File: src/rtl/des_pkg.sv
// Shared types and constants for the DES round sequencer and key-schedule unit.
// Holds the FSM states, the encrypt rotation schedule and the round/mode -> shift lookup.
package des_pkg;

  typedef enum logic [2:0] {
    IDLE,
    SBOX,
    ROUND,
    FINAL,
    DONE
  } state_t;

  localparam int SBOX_SLOTS = 8;

  // Index 0 is round 0; the concatenation below is written from round 15 down to round 0.
  localparam logic [15:0][1:0] ENC_SHIFT_SCHED = {
    2'd1, 2'd2, 2'd2, 2'd2, 2'd2, 2'd2, 2'd2, 2'd1,
    2'd2, 2'd2, 2'd2, 2'd2, 2'd2, 2'd2, 2'd1, 2'd1
  };

  // Decrypt rotates right and walks the encrypt schedule backwards, with no rotation in round 0.
  function automatic logic [1:0] shift_amt(input logic [3:0] rnd, input logic mode);
    logic [3:0] idx;
    idx = 4'(5'd16 - {1'b0, rnd});
    if (!mode) begin
      return ENC_SHIFT_SCHED[rnd];
    end else if (rnd == 4'd0) begin
      return 2'd0;
    end else begin
      return ENC_SHIFT_SCHED[idx];
    end
  endfunction

endpackage

File: src/rtl/des_shift_sched.sv
// Combinational key rotation schedule: round index and mode give rotation amount and direction.
module des_shift_sched
  import des_pkg::*;
(
  input  logic [3:0] rnd,
  input  logic       mode,
  output logic [1:0] amt,
  output logic       dir
);

  assign amt = shift_amt(rnd, mode);
  assign dir = mode;

endmodule

File: src/rtl/des_round_ctrl.sv
// DES round sequencer: accepts a block job, steps the Feistel rounds (optionally with a
// time-shared S-box), triggers the final permutation and hands the result out via valid/ready.
module des_round_ctrl
  import des_pkg::*;
#(
  parameter int SERIAL_SBOX = 0,
  parameter int N_ROUNDS    = 16
) (
  input  logic       clk,
  input  logic       rst,
  input  logic       in_valid,
  input  logic       in_mode,
  output logic       in_ready,
  output logic       load_en,
  output logic       round_en,
  output logic [3:0] round_idx,
  output logic [1:0] key_shift_amt,
  output logic       key_shift_dir,
  output logic [2:0] sbox_sel,
  output logic       sbox_cap_en,
  output logic       fp_en,
  output logic       out_valid,
  input  logic       out_ready,
  output logic       busy
);

  localparam logic [3:0] LAST_ROUND = 4'(N_ROUNDS - 1);
  localparam logic [2:0] LAST_SLOT  = 3'(SBOX_SLOTS - 1);
  localparam bit         SERIAL     = (SERIAL_SBOX != 0);

  state_t     state_reg;
  logic       mode_reg;
  logic [1:0] sched_amt;
  logic       sched_dir;
  logic       in_round;

  assign load_en = in_valid & in_ready;

  always_ff @(posedge clk) begin
    if (rst) begin
      state_reg   <= IDLE;
      mode_reg    <= 1'b0;
      round_idx   <= 4'd0;
      sbox_sel    <= 3'd0;
      round_en    <= 1'b0;
      sbox_cap_en <= 1'b0;
      fp_en       <= 1'b0;
      out_valid   <= 1'b0;
      busy        <= 1'b0;
      in_ready    <= 1'b1;
    end else begin
      round_en    <= 1'b0;
      sbox_cap_en <= 1'b0;
      fp_en       <= 1'b0;
      case (state_reg)
        IDLE: begin
          if (in_valid && in_ready) begin
            mode_reg    <= in_mode;
            round_idx   <= 4'd0;
            sbox_sel    <= 3'd0;
            busy        <= 1'b1;
            in_ready    <= 1'b0;
            sbox_cap_en <= 1'b1;
            if (SERIAL) begin
              state_reg <= SBOX;
            end else begin
              state_reg <= ROUND;
              round_en  <= 1'b1;
            end
          end
        end
        SBOX: begin
          if (sbox_sel == LAST_SLOT) begin
            sbox_sel  <= 3'd0;
            state_reg <= ROUND;
            round_en  <= 1'b1;
          end else begin
            sbox_sel    <= sbox_sel + 3'd1;
            sbox_cap_en <= 1'b1;
          end
        end
        ROUND: begin
          if (round_idx == LAST_ROUND) begin
            state_reg <= FINAL;
            fp_en     <= 1'b1;
          end else begin
            round_idx   <= round_idx + 4'd1;
            sbox_cap_en <= 1'b1;
            if (SERIAL) begin
              state_reg <= SBOX;
            end else begin
              round_en <= 1'b1;
            end
          end
        end
        FINAL: begin
          state_reg <= DONE;
          out_valid <= 1'b1;
        end
        DONE: begin
          if (out_ready) begin
            state_reg <= IDLE;
            out_valid <= 1'b0;
            busy      <= 1'b0;
            in_ready  <= 1'b1;
          end
        end
        default: begin
          state_reg <= IDLE;
          out_valid <= 1'b0;
          busy      <= 1'b0;
          in_ready  <= 1'b1;
        end
      endcase
    end
  end

  des_shift_sched u_sched (
    .rnd  (round_idx),
    .mode (mode_reg),
    .amt  (sched_amt),
    .dir  (sched_dir)
  );

  // Rotation controls are only meaningful while a round is in flight; idle shows no rotation.
  assign in_round      = (state_reg == SBOX) || (state_reg == ROUND);
  assign key_shift_amt = in_round ? sched_amt : 2'd0;
  assign key_shift_dir = in_round ? sched_dir : 1'b0;

endmodule
File: config.mk
export PLATFORM = sky130hd
export DESIGN_NAME = des_round_ctrl
export DESIGN_NICKNAME = d
export VERILOG_FILES = /design/src/rtl/des_pkg.sv /design/src/rtl/des_shift_sched.sv /design/src/rtl/des_round_ctrl.sv
export SDC_FILE = /design/constraint.sdc
export NUM_CORES = 1
export LEC_CHECK = 0
export ABC_AREA = 0
export CORE_MARGIN = 4
export CORE_UTILIZATION = 44
export DETAILED_ROUTE_END_ITERATION = 12
export GPL_ROUTABILITY_DRIVEN = 1
export PLACE_DENSITY = 0.7
export REMOVE_ABC_BUFFERS = 1
export SYNTH_ARGS = -nofsm -noshare
export SYNTH_HDL_FRONTEND = slang
export SYNTH_SLANG_ARGS = --single-unit
File: constraint.sdc
create_clock -name clk -period 1.8 [get_ports clk]
set_clock_uncertainty 0.05 [all_clocks]
set_input_delay 0.45 -clock clk [delete_from_list [all_inputs] [get_ports clk]]
set_output_delay 0.45 -clock clk [all_outputs]
set_load 0.05 [all_outputs]
==> flow_summary.json <==
{
  "status": "finished with violations",
  "violations": "negative setup slack",
  "nNetsFinal": 182,
  "netlist_area_um2": 1032,
  "internal_power_uw": 1001,
  "die_height_um": 56.44,
  "grt_pass1_wl_um": 5175,
  "numClockSinks": 19,
  "synth_cells": 122,
  "hold_violations": 0,
  "peakVddDrop_mv": 0.9702,
  "postSynth.asyncResetShare": 0,
  "yosys.area.top_type": "dfxtp_1",
  "p_sw_uw": 644.1,
  "multi_input_area_um2": 703.2,
  "synth-seq-cells": 19,
  "whs_endpoint": "out_valid",
  "drc_errors": 0,
  "clk_path_buf_depth": 2,
  "yosysSeqAreaShare": 0.3685,
  "drt_first_iter_violations": 24,
  "nFillCells": 148,
  "setup_ws_ns": -0.4874,
  "end_kind": "output port",
  "reg2reg_depth": 7,
  "die_area_um2": 3185,
  "clk_pin_slew_worst_paths_ns": 0.10,
  "seq_area_um2": 389.1,
  "rows": 17,
  "antenna_cells": 0,
  "use_met1": 0.2190,
  "swShare": 0.3916,
  "avgSynthCellArea_um2": 8.461,
  "cts_root_buffer": "clkbuf_4",
  "ant_nets": 0,
  "port_buffers": 21,
  "pwr_density_cell_nw_per_um2": 961.7,
  "cts_buffers": 3,
  "fin_crit_ns": 2.287,
  "cp_max_fo": 4,
  "crit_required_ns": 1.30,
  "overflow": 0,
  "num_vias": 1061,
  "grt_max_degree": 13,
  "grt_use_total": 0.2058,
  "top_usage_layer": "met2",
  "tritoncts": "done",
  "antenna_found_initial": 0,
  "grt_pass1_vias": 1164,
  "drive_above_1_share": 0.4854,
  "synth_edf_count": 0,
  "setup_violations": 4,
  "crit_arrival_ns": 1.79,
  "pwr-share-seq": 0.310,
  "start_kind": "register",
  "p_total_uw": 1645,
  "cap_violations": 0,
  "die_w_um": 56.44,
  "area_growth_pct": 65.70,
  "synth_flop_cell": "dfxtp_1",
  "drt_pre_antenna_iters": 4,
  "drt-total-wl_um": 3131,
  "synth_area_leaders": "dfxtp_1, ha_1, a21oi_1, nand2_1, nor2_1",
  "hold_class": "register to register",
  "leakagePower_uw": 0.0007291,
  "combPwrFrac": 0.556,
  "ff2ff_setup_slack_ns": -0.18,
  "min_from": "out_valid",
  "holdPathStages": 2,
  "gp_congestion": 0.8175,
  "wire_per_inst_um": 15.73,
  "yosysWarnings": 0,
  "clock_power_share": 0.134,
  "critical_path_class": "register to output port",
  "dpl_worst_slack_ns": -0.3378,
  "max_freq_mhz": 437.2,
  "use_met2": 0.3828,
  "coreArea_um2": 2212,
  "cts-htree-levels": 1,
  "synth_top_area_share": 0.3685,
  "start_util": 0.4666,
  "clk_latency_ns": 0.30,
  "rsz0062_at_grt": "yes",
  "grtUsageMet3": 0.05977,
  "tightest_slew_ns": 0.3359,
  "fin_crit_sh": 1.271,
  "dp_hpwl_um": 1949,
  "io_pins": 22,
  "drv_slew": 0,
  "timing.rr.start": "state_reg[1]",
  "vias_per_cell": 5.332,
  "synth_cell_types": 34,
  "relSlewSlack": 0.7749
}
## through the flow
step	hold slack [ns]	TNS [ns]	utilization	instance area [um^2]	std cells
after floorplan	0.4691	-2.267	-	973.4	114
after global placement	0.3944	-1.100	0.6652	1471	189
after detailed placement	0.4082	-1.273	0.6652	1471	189
after CTS	0.4238	-1.320	0.7342	1624	198
after global routing	0.4579	-1.693	0.7732	1710	199
final	0.4225	-1.248	0.7732	1710	199
## final cells by class
type	count	area share
clock buffers	3	0.01317
clock inverters	1	0.002926
inverters	7	0.01536
multi-input cells	88	0.4111
flip-flops and latches	19	0.2275
well taps	28	0.02048
repair buffers	53	0.3094
## worst max-delay path: stages (launching register included)
cell	delay [ns]
dfxtp_2	0.37
inv_2	0.07
ha_4	0.18
nor2_4	0.10
o21ai_2	0.06
a22oi_2	0.21
o211ai_1	0.14
a21boi_2	0.20
buf_12	0.16
## worst max path at each step
stage                 start               end  slack (ns)  cells after the start
2_1_floorplan  round_idx[0]  key_shift_amt[1]       -1.06                      7
3_3_place_gp       in_valid          register       -0.32                      5
3_5_place_dp       in_valid          register       -0.34                      6
4_1_cts        round_idx[0]  key_shift_amt[1]       -0.54                      8
5_1_grt        round_idx[0]  key_shift_amt[1]       -0.62                      8
6_report       round_idx[1]  key_shift_amt[1]       -0.49                      8
## power by group through the flow
stage	Combinational, uW	Clock [uW]	Sequential, uW
3_5_place_dp	700	0	509
4_1_cts	807	223	506
3_3_place_gp	684	0	506
6_report	914	221	510
5_1_grt	976	249	515
2_1_floorplan	285	0	620
## placed cells by master, fill, tap and decap left out, types with 2 or more instances in the layout
cell type        count
inv_2                2
buf_6                6
nand3b_1             2
xnor2_2              2
dfxtp_1             14
ha_4                 3
buf_12               8
o21ai_0              3
and2_4               2
ha_1                 2
nand2_1             10
buf_4               35
nand3_1              3
nor3_1               5
a21oi_1              9
or2_1                3
clkbuf_4             3
clkdlybuf4s50_1      3
nand2b_1             5
dfxtp_2              4
nor2_1               8
a22oi_2              2
inv_1                5
and2_1               3
o21ai_1              2
mux2i_1              3
## layer usage
metal,share of wire,wire length (um)
met2,0.53,1662
met3,0.057,178
met1,0.39,1229
met4,0.019,61
met5,0,0
## timing repair
| item | 4_1_cts | 5_1_grt |
|---|---|---|
| pin swaps | 12 | 8 |
| endpoints found under the setup margin | 6 | 5 |
| buffers inserted | 5 | 1 |
| resized for setup | 25 | 17 |
| hold buffers | 0 | 0 |
## cell families (layout without fill, tap and decap cells)
kind of cell               count (synthesis)  in the layout  synth area share
and+or+nand+nor                           50             50            0.2618
AOI/OAI and AO/OA                         25             25            0.1527
DFF                                       19             19            0.3685
buffers and inverters                     15             64           0.08243
adders and majority gates                  5              5           0.06061
xor gates and xnor gates                   4              4           0.03394
muxes                                      4              4           0.04000
## Yosys cell counts, types with 2 or more instances
cell / number
nand3_1: 4
clkbuf_1: 2
xnor2_1: 4
or2_1: 3
dfxtp_1: 19
ha_1: 5
nor2_1: 10
a22oi_1: 3
nand2b_1: 5
and2_1: 4
buf_2: 2
o21ai_0: 5
inv_1: 7
nand3b_1: 2
buf_6: 3
a21oi_1: 9
nor3_1: 6
mux2i_1: 3
nand2_1: 11
Note: power is estimated with default switching activity, not from simulation.
